**config.mk**
```make
export PLATFORM = sky130hd
export DESIGN_NAME = mfp_ahb_arbiter
export DESIGN_NICKNAME = d
export VERILOG_FILES = /design/src/rtl/mfp_ahb_arbiter.sv
export SDC_FILE = /design/constraint.sdc
export NUM_CORES = 1
export LEC_CHECK = 0
export ABC_AREA = 1
export BUFFER_PORTS_ARGS = -buffer_cell sky130_fd_sc_hd__buf_2
export CAP_MARGIN = 15
export CORE_AREA = 2 2 89 91
export DETAILED_ROUTE_END_ITERATION = 10
export DIE_AREA = 0 0 91 93
export PLACE_DENSITY = 0.65
export SYNTH_ARGS = -nofsm -noshare
export SYNTH_HDL_FRONTEND = slang
export SYNTH_SLANG_ARGS = --single-unit
```
**constraint.sdc**
```tcl
create_clock -name HCLK -period 1.93 [get_ports HCLK]
set_input_delay 0.2895 -clock HCLK [delete_from_list [all_inputs] [get_ports HCLK]]
set_output_delay 0.2895 -clock HCLK [all_outputs]
set_load 0.02 [all_outputs]
```
**src/rtl/mfp_ahb_arbiter.sv**
```systemverilog
// mfp_ahb_arbiter: two-master AHB-Lite arbiter with hold-count fairness.
// Master 0 is the core and master 1 is a secondary requester (loader/DMA).
// Optional macro MFP_AHB_ARB_LOCK_EN enables locked sequences (HLOCK/HMASTLOCK).
module mfp_ahb_arbiter #(
    parameter int unsigned HOLD_MAX       = 4,
    parameter int unsigned DEFAULT_MASTER = 0
) (
    input  logic        HCLK,
    input  logic        SI_Reset,
    input  logic        M0_HBUSREQ,
    input  logic        M0_HLOCK,
    output logic        M0_HGRANT,
    input  logic [31:0] M0_HADDR,
    input  logic [1:0]  M0_HTRANS,
    input  logic        M0_HWRITE,
    input  logic [2:0]  M0_HSIZE,
    input  logic [2:0]  M0_HBURST,
    input  logic [31:0] M0_HWDATA,
    input  logic        M1_HBUSREQ,
    input  logic        M1_HLOCK,
    output logic        M1_HGRANT,
    input  logic [31:0] M1_HADDR,
    input  logic [1:0]  M1_HTRANS,
    input  logic        M1_HWRITE,
    input  logic [2:0]  M1_HSIZE,
    input  logic [2:0]  M1_HBURST,
    input  logic [31:0] M1_HWDATA,
    input  logic        HREADY,
    output logic [31:0] S_HADDR,
    output logic [1:0]  S_HTRANS,
    output logic        S_HWRITE,
    output logic [2:0]  S_HSIZE,
    output logic [2:0]  S_HBURST,
    output logic [31:0] S_HWDATA,
    output logic        S_HMASTLOCK,
    output logic        HMASTER
);

    localparam logic [1:0] HTRANS_IDLE   = 2'b00;
    localparam logic [1:0] HTRANS_NONSEQ = 2'b10;
    localparam logic [2:0] HBURST_SINGLE = 3'b000;
    localparam logic [3:0] HOLD_LIMIT    = 4'(HOLD_MAX);
    localparam logic [3:0] HOLD_SAT      = 4'hF;
    localparam logic       DEF_MST       = 1'(DEFAULT_MASTER);

    logic       hgrant_q, hgrant_d;
    logic       hmaster_q, hmaster_d;
    logic       hdata_mst_q, hdata_mst_d;
    logic [3:0] hold_cnt_q, hold_cnt_d;

    logic [1:0] own_trans;
    logic [2:0] own_burst;
    logic       own_lock;
    logic       req_own;
    logic       req_oth;
    logic       arb_point;

`ifdef MFP_AHB_ARB_LOCK_EN
    logic       lock_q, lock_d;
`else
    logic       unused_lock;
    assign unused_lock = M0_HLOCK ^ M1_HLOCK;
`endif

    // Address/control follow the address-phase owner, write data the data-phase owner
    always_comb begin
        S_HADDR   = hmaster_q   ? M1_HADDR   : M0_HADDR;
        S_HTRANS  = hmaster_q   ? M1_HTRANS  : M0_HTRANS;
        S_HWRITE  = hmaster_q   ? M1_HWRITE  : M0_HWRITE;
        S_HSIZE   = hmaster_q   ? M1_HSIZE   : M0_HSIZE;
        S_HBURST  = hmaster_q   ? M1_HBURST  : M0_HBURST;
        S_HWDATA  = hdata_mst_q ? M1_HWDATA  : M0_HWDATA;
        M0_HGRANT = ~hgrant_q;
        M1_HGRANT = hgrant_q;
        HMASTER   = hmaster_q;
`ifdef MFP_AHB_ARB_LOCK_EN
        S_HMASTLOCK = lock_q;
`else
        S_HMASTLOCK = 1'b0;
`endif
    end

    // Next-state: ownership pipeline, fairness counter and grant decision
    always_comb begin
        hgrant_d    = hgrant_q;
        hmaster_d   = hmaster_q;
        hdata_mst_d = hdata_mst_q;
        hold_cnt_d  = hold_cnt_q;
        own_trans   = hmaster_q ? M1_HTRANS : M0_HTRANS;
        own_burst   = hmaster_q ? M1_HBURST : M0_HBURST;
        req_own     = hgrant_q  ? M1_HBUSREQ : M0_HBUSREQ;
        req_oth     = hgrant_q  ? M0_HBUSREQ : M1_HBUSREQ;
`ifdef MFP_AHB_ARB_LOCK_EN
        own_lock    = hmaster_q ? M1_HLOCK : M0_HLOCK;
        lock_d      = lock_q;
`else
        own_lock    = 1'b0;
`endif
        // Only IDLE or a NONSEQ SINGLE lets the bus change hands (bursts run to the end)
        arb_point = (hgrant_q == hmaster_q) && !own_lock &&
                    ((own_trans == HTRANS_IDLE) ||
                     ((own_trans == HTRANS_NONSEQ) && (own_burst == HBURST_SINGLE)));

        if (HREADY) begin
            hdata_mst_d = hmaster_q;
            hmaster_d   = hgrant_q;
`ifdef MFP_AHB_ARB_LOCK_EN
            lock_d      = hgrant_q ? M1_HLOCK : M0_HLOCK;
`endif
            if (hgrant_q != hmaster_q) begin
                hold_cnt_d = 4'd0;
            end else if (own_trans[1] && (hold_cnt_q != HOLD_SAT)) begin
                hold_cnt_d = hold_cnt_q + 4'd1;
            end

            if (arb_point) begin
                if (req_oth && (!req_own || (hold_cnt_q >= HOLD_LIMIT))) begin
                    hgrant_d = ~hgrant_q;
                end else if (!req_oth && !req_own) begin
                    hgrant_d = DEF_MST;
                end
            end
        end
    end

    // State registers with synchronous reset
    always_ff @(posedge HCLK) begin
        if (SI_Reset) begin
            hgrant_q    <= DEF_MST;
            hmaster_q   <= DEF_MST;
            hdata_mst_q <= DEF_MST;
            hold_cnt_q  <= 4'd0;
`ifdef MFP_AHB_ARB_LOCK_EN
            lock_q      <= 1'b0;
`endif
        end else begin
            hgrant_q    <= hgrant_d;
            hmaster_q   <= hmaster_d;
            hdata_mst_q <= hdata_mst_d;
            hold_cnt_q  <= hold_cnt_d;
`ifdef MFP_AHB_ARB_LOCK_EN
            lock_q      <= lock_d;
`endif
        end
    end

endmodule

```
Word-level counts from Yosys, hierarchy flattened:

Index checks and enable logic that the tools add are counted.

* multiplexer cells: 12
* add/subtract/negate cells: 1
* reductions and logical operators: 15
* bitwise logic cells: 1
* equal/unequal tests: 4
* $lt $le $gt $ge: 1

Operators by type and width (count)
* $mux 32: 2
* $mux 4: 2
* $mux 3: 2
* $logic_and 1x1->1: 5
* $mux 1: 5
* $add 4x1->4 const B: 1
* $ge 4x3->1 const B: 1
* $ne 4x4->1 const B: 1
* $reduce_bool 2->1: 2
* $logic_not 3->1: 1
* $reduce_and 3->1: 1
* $eq 2x2->1 const B: 1
* $logic_not 1->1: 2
* $logic_not 2->1: 1
* $logic_or 1x1->1: 2
* $mux 2: 1
* $reduce_and 2->1: 1
* $eq 1x1->1: 1
* $ne 1x1->1: 1
* $not 1->1: 1

* logic and storage cells: 38
* output and inout port bits: 77
* register bits: 7
* input port bits: 153

Logic depth before layout (Yosys ltp):

Gate-level depths: netlist (run 1).

* depth in word-level cells: 6
* depth in mapped cells: 9
* gate-level depth less buffers: 8

Worst setup path after synthesis (run 1):

No wires, ideal clock.

* path type: reg2out
* start: register hmaster_q (netlist: HMASTER)
* end: output S_HADDR[10]
* data required time: 1.640 ns
* path buffers: 3
* arrival time: 1.187 ns
* setup slack: 0.453 ns
* stages on the path, launching flop included: 6
* path through: dfxtp_1 -> buf_6 -> buf_2 -> buf_2 -> nand2_1 -> nand2_1

* cells in the longest elaborated chain, start to end: 1

RTL lines
* start: declaration: line 47 `logic hmaster_q, hmaster_d;`
* start signal: assignment: line 138 `hmaster_q <= hmaster_d;`
* $mux 32: line 67 `S_HADDR = hmaster_q ? M1_HADDR : M0_HADDR;`
* end: declaration: line 29 `output logic [31:0] S_HADDR,`

Every way passes these cells.

Final worst setup path (run 1):

* start: register hdata_mst_q
* end: output S_HWDATA[29]

* cells in the longest elaborated chain, start to end: 1

RTL lines
* start: declaration: line 48 `logic hdata_mst_q, hdata_mst_d;`
* start signal: assignment: line 139 `hdata_mst_q <= hdata_mst_d;`
* $mux 32: line 72 `S_HWDATA = hdata_mst_q ? M1_HWDATA : M0_HWDATA;`
* end: declaration: line 34 `output logic [31:0] S_HWDATA,`

Every way passes these cells.

==> results of run 1 <==
-- timing repair --
item                       in CTS  in global routing
resized for setup               0                  1
setup buffers                   0                  0
setup endpoints to repair       0                  1
-- placed cells by master (no fill, tap or decap) --
cell type	instances
o21bai_1	1
inv_2	2
a31oi_1	1
buf_2	226
mux2_2	32
conb_1	1
nand2_4	1
clkbuf_8	3
a21oi_1	5
or2_1	1
a21oi_2	2
clkbuf_1	1
nand2_1	132
o21ai_0	2
buf_12	2
inv_1	16
ha_1	1
inv_6	1
nand3_2	1
nor2_2	1
nor2_1	4
nand3_4	1
dfxtp_1	6
o21ai_1	2
nand3_1	7
nand2_2	5
dfxtp_2	1
-- routing by layer --
metal,global-route usage (%),wire length [um],vias up
met2,22.0,2930,90
li1,-,-,1182
met3,3.71,424,4
met4,2.40,40,0
met1,14.3,2310,948
met5,0,0,-
-- per-stage QoR --
step / cell area [sq um] / instances
6_report: 2640 / 560
5_1_grt: 2640 / 560
4_1_cts: 2640 / 560
3_5_place_dp: 2600 / 556
3_3_place_gp: 2600 / 556
2_1_floorplan: 1380 / 240
-- sequential cells by signal (all words and copies together), names as in the netlist --
name and flops:
HMASTER 1, M1_HGRANT 1, hdata_mst_q 1, hold_cnt_q 4
-- worst reg2reg max path: cells and delay by family, from the launching register on --
family / cells / cell delay, ps
AND/OR/NAND/NOR: 7 / 560
buffers and inverters: 1 / 270
flip-flops: 1 / 400
-- power by group --
group / switching, mW / leakage, nW / internal (mW) / total [mW]
Clock: 0.0653 / 0.0228 / 0.143 / 0.208
Sequential: 0.0119 / 0.0576 / 0.154 / 0.166
Combinational: 0.382 / 1.56 / 0.302 / 0.685
-- final timing paths --
| kind | start | slack [ps] | cells past startpoint | to |
|---|---|---|---|---|
| max | hdata_mst_q$_SDFFE_PP0P_ | 300 | 3 | S_HWDATA[29] |
| max reg2reg | HMASTER$_SDFFE_PP0P_ | 570 | 8 | hold_cnt_q[3]$_SDFFE_PP0P_ |
| min reg2reg | hold_cnt_q[1]$_SDFFE_PP0P_ | 500 | 2 | hold_cnt_q[1]$_SDFFE_PP0P_ |
| min | HREADY | 350 | 2 | HMASTER$_SDFFE_PP0P_ |
-- cell families after synthesis --
logic type	share of synthesized area (%)
AOI/OAI and AO/OA	5.54
and+or+nand+nor	45.6
other	0.272
muxes	26.1
adders and majority gates	0.907
buffers and inverters	11.4
DFF	10.2
-- layout make-up --
class	count	area share (%)
clock buffers	4	1.70
inverters	19	2.89
well taps	102	4.83
flip-flops and latches	7	5.35
multi-input cells	200	40.9
repair buffers	228	44.3
==> results.toml, run 1 <==
[status]
status = "complete, no violations"

[hold_path]
hold_path.class = "input port to flop"

[layout]
antennaDiodeCount = 0
multi_input_area_sq_um = 1080
final_nets = 613
layout-drive-gt1-share_pct = 60.7
final_util_pct = 35.1
regArea_sq_um = 141
syn2layout_area_growth_pct = 91.7
fillers = 844

[sta]
rsz0062_at_grt = "no"
hold_viol = 0
hold_slack_ps = 347
skew_ps = 6.46
finalWorstSetupSlack_ps = 298
tns_ps = 0
drv_slew = 0
min_period_ps = 1630
final-setup-viol-count = 0
finalCritPeriodShare_pct = 84.6
clock.fmax_ghz = 0.613

[synthesis]
ys_seq_area_share_pct = 10.2
synth_common_cells = "nand2_1 (132), mux2_2 (32), inv_1 (16)"
ys_types = 25
synth_edf_count = 0
synth.avg_cell_area_sq_um = 5.75
synth_area_leaders = "nand2_1 (36%), mux2_2 (26%), dfxtp_1 (10%)"
ys_seq_elements = 7
syn_nets = 394
ys_warn_count = 0
synth_most_common_cell = "nand2_1"
synth_top_area_share_pct = 35.9
synth_top_area_cell = "nand2_1"
netlist_area_sq_um = 1380
synth-main-ff-cell = "dfxtp_1"
syn_inst = 240
async_flop_share_pct = 0

[clock_tree]
clockBufferDepth = 2
clk_pin_slew_ps = 40
root_buffer = "clkbuf_8"
cts_buffers = 3
clk_latency_ps = 230
ctsHoldBuffers = 0
cts_sinks = 7
htreeDepth = 1
cts_tree = "done"

[critical_path]
path_cells = "buf_12 > mux2_2 > buf_2"
slowest_stage = "dfxtp_1"
cp_num_buf_inv = 2
arrival_ps = 1340
endpoint_kind = "output pin"
critPathKind = "flop to output pin"
crit_family = "flip-flops"
path_max_fanout = 32
crit_path_max_incr_delay_ps = 370
required_ps = 1640
start_kind = "flop"

[power]
finalPower_mw = 1.06
ir_worst_vdd_uv = 149
power_density_nw_per_um2 = 401
p_leak_nw = 1.65

[die]
ios = 230
rows = 32
dieArea_sq_um = 8460
die_y_um = 93
core-area_sq_um = 7530
start_util_pct = 18.3
die_w_um = 91

[job]
maxCapViolCount = 0

[grt]
grt_antenna_before_repair = 0
grt_max_degree = 43
groute.usage.overall_pct = 12.2
overflow = 0
grt_pass1_vias = 1996
grt_pass1_wl_mm = 8.71

[place]
pre_cts_slack_ps = 349
io_buffers = 226
dp_hpwl_mm = 4.85
gp_congestion = 0.711

[detailed_routing]
wl_per_cell_um = 10.2
drtPass1Iterations = 4
drtAntennaViolNets = 0
vias = 2224
finalWirelength_mm = 5.70
drc = 0
viasPerCell = 3.97
drt_iter0_markers = 48
No activity file was read; power rests on OpenSTA's default activity.
==> run 2, diff against run 1 <==
--- a/config.mk
+++ b/config.mk
@@ -8,10 +8,10 @@
 export ABC_AREA = 1
 export BUFFER_PORTS_ARGS = -buffer_cell sky130_fd_sc_hd__buf_2
 export CAP_MARGIN = 15
-export CORE_AREA = 2 2 89 91
+export CORE_AREA = 2 2 90 92
 export DETAILED_ROUTE_END_ITERATION = 10
-export DIE_AREA = 0 0 91 93
-export PLACE_DENSITY = 0.65
+export DIE_AREA = 0 0 92 94
+export PLACE_DENSITY = 0.63
 export SYNTH_ARGS = -nofsm -noshare
 export SYNTH_HDL_FRONTEND = slang
 export SYNTH_SLANG_ARGS = --single-unit
==> constraint.sdc (replaced) <==
create_clock -name HCLK -period 1.7 [get_ports HCLK]
set_input_delay 0.255 -clock HCLK [delete_from_list [all_inputs] [get_ports HCLK]]
set_output_delay 0.255 -clock HCLK [all_outputs]
set_load 0.02 [all_outputs]
==> results.toml, run 2 (synthesis gave the netlist of run 1 again) <==
[status]
status = "complete, no violations"

[power]
p_int_uw = 682
comb_power_share_pct = 65.3
p_leak_nw = 1.65
p_sw_share_pct = 43.6
p_sw_uw = 526
finalPower_mw = 1.21
power_density_nw_per_um2 = 456
power.clock.fraction_pct = 19.4
pwr-share-seq_pct = 15.3
ir_worst_vdd_uv = 196

[die]
core-area_sq_um = 7610
ios = 230
die_y_um = 94
start_util_pct = 18.1
dieArea_sq_um = 8650
die_w_um = 92
rows = 32

[detailed_routing]
drtAntennaViolNets = 0
drtPass1Iterations = 5
wl_per_cell_um = 10.6
drt_iter0_markers = 46
drc = 0
viasPerCell = 3.91
finalWirelength_mm = 5.97
vias = 2196

[layout]
syn2layout_area_growth_pct = 92.1
antennaDiodeCount = 0
final_nets = 614
layout_common_cells = "buf_2 (226), nand2_1 (132), mux2_2 (32)"
layout_commonest_cell = "buf_2"
fillers = 850
fin_area_sq_um = 2650
top_register = "hold_cnt_q"
layout-drive-gt1-share_pct = 60.6
largest_register_ffs = 4
multi_input_area_sq_um = 1080
final_cells = 561
regArea_sq_um = 140
final_util_pct = 34.8

[critical_path]
required_ps = 1440
ff2ff_path_depth = 8
endpoint = "S_HWDATA[23]"
path_cells = "buf_12 > mux2_2 > buf_2"
crit_path_max_incr_delay_ps = 360
reg2reg_from = "HMASTER$_SDFFE_PP0P_"
cp_num_buf_inv = 2
setup.worst_path.start = "hdata_mst_q$_SDFFE_PP0P_"
r2r_end = "M1_HGRANT$_SDFFE_PP0P_"
reg2reg_slack_ps = 340
path_max_fanout = 32
crit_family = "buffers and inverters"
arrival_ps = 1340
cp.depth = 3
critPathKind = "flop to output pin"
start_kind = "flop"
endpoint_kind = "output pin"
slowest_stage = "dfxtp_1"

[clock_tree]
root_buffer = "clkbuf_8"
htreeDepth = 1
clk_latency_ps = 230
ctsHoldBuffers = 0
post_cts.repair.setup_buffers = 0
cts_resized = 0
cts_buffers = 3
cts_sinks = 7
cts_tree = "done"
clk_pin_slew_ps = 40
clockBufferDepth = 2

[sta]
rsz0062_at_grt = "no"
hold_viol = 0
tns_ps = 0
min_period_ps = 1590
finalWorstSetupSlack_ps = 106
finalCritPeriodShare_pct = 93.8
drv_slew = 0
clock.fmax_ghz = 0.627
final-setup-viol-count = 0
hold_slack_ps = 337
skew_ps = 0.660

[grt]
grt_pass1_wl_mm = 8.44
overflow = 0
grt_pass1_vias = 1986
groute.usage.overall_pct = 11.7
grt_max_degree = 43
grt_antenna_before_repair = 0

[place]
placed_cells = 557
pre_cts_slack_ps = 317
dp_hpwl_mm = 5.03
gp_congestion = 0.724
place_area_sq_um = 2600
io_buffers = 226

[job]
maxCapViolCount = 0

[hold_path]
hold_depth = 2
hold_path.class = "input port to flop"
-- run 2: worst min path at each step --
stage                                     from                          to  slack (ps)
finish                                  HREADY    hdata_mst_q$_SDFFE_PP0P_         340
global route                            HREADY        HMASTER$_SDFFE_PP0P_         350
CTS                                     HREADY    hdata_mst_q$_SDFFE_PP0P_         340
detailed placement  hold_cnt_q[1]$_SDFFE_PP0P_  hold_cnt_q[1]$_SDFFE_PP0P_         480
global placement    hold_cnt_q[1]$_SDFFE_PP0P_  hold_cnt_q[1]$_SDFFE_PP0P_         480
floorplan                               HREADY        HMASTER$_SDFFE_PP0P_         340
-- run 2: final cells by class --
| cell class | count | area share (%) |
|---|---|---|
| clock buffer | 4 | 1.70 |
| tap | 102 | 4.82 |
| multi-input combinational | 200 | 40.8 |
| inverter | 19 | 2.88 |
| timing repair buffer | 229 | 44.5 |
| sequential | 7 | 5.29 |
-- run 2: worst reg2reg max path: stages, from the launching register on --
cell and delay, ps:
dfxtp_1 510, buf_4 210, nand2_1 60, nand2_1 80, nand3_1 90, nor2_2 130, nand3_1 80, nand2_1 60
nor2_1 40
-- run 2: power groups by stage --
stage	registers, mW	logic, mW	clock network, mW
floorplan	0.185	0.454	0
global placement	0.187	0.777	0
detailed placement	0.188	0.790	0
CTS	0.185	0.794	0.242
global route	0.187	0.855	0.254
finish	0.185	0.789	0.234
-- run 2: metal layers --
layer	wire [um]	vias up	GRT usage (%)
li1	-	1184	-
met1	2350	923	12.6
met2	3180	87	23.4
met3	418	2	2.73
met4	16	0	2.11
met5	0	-	0
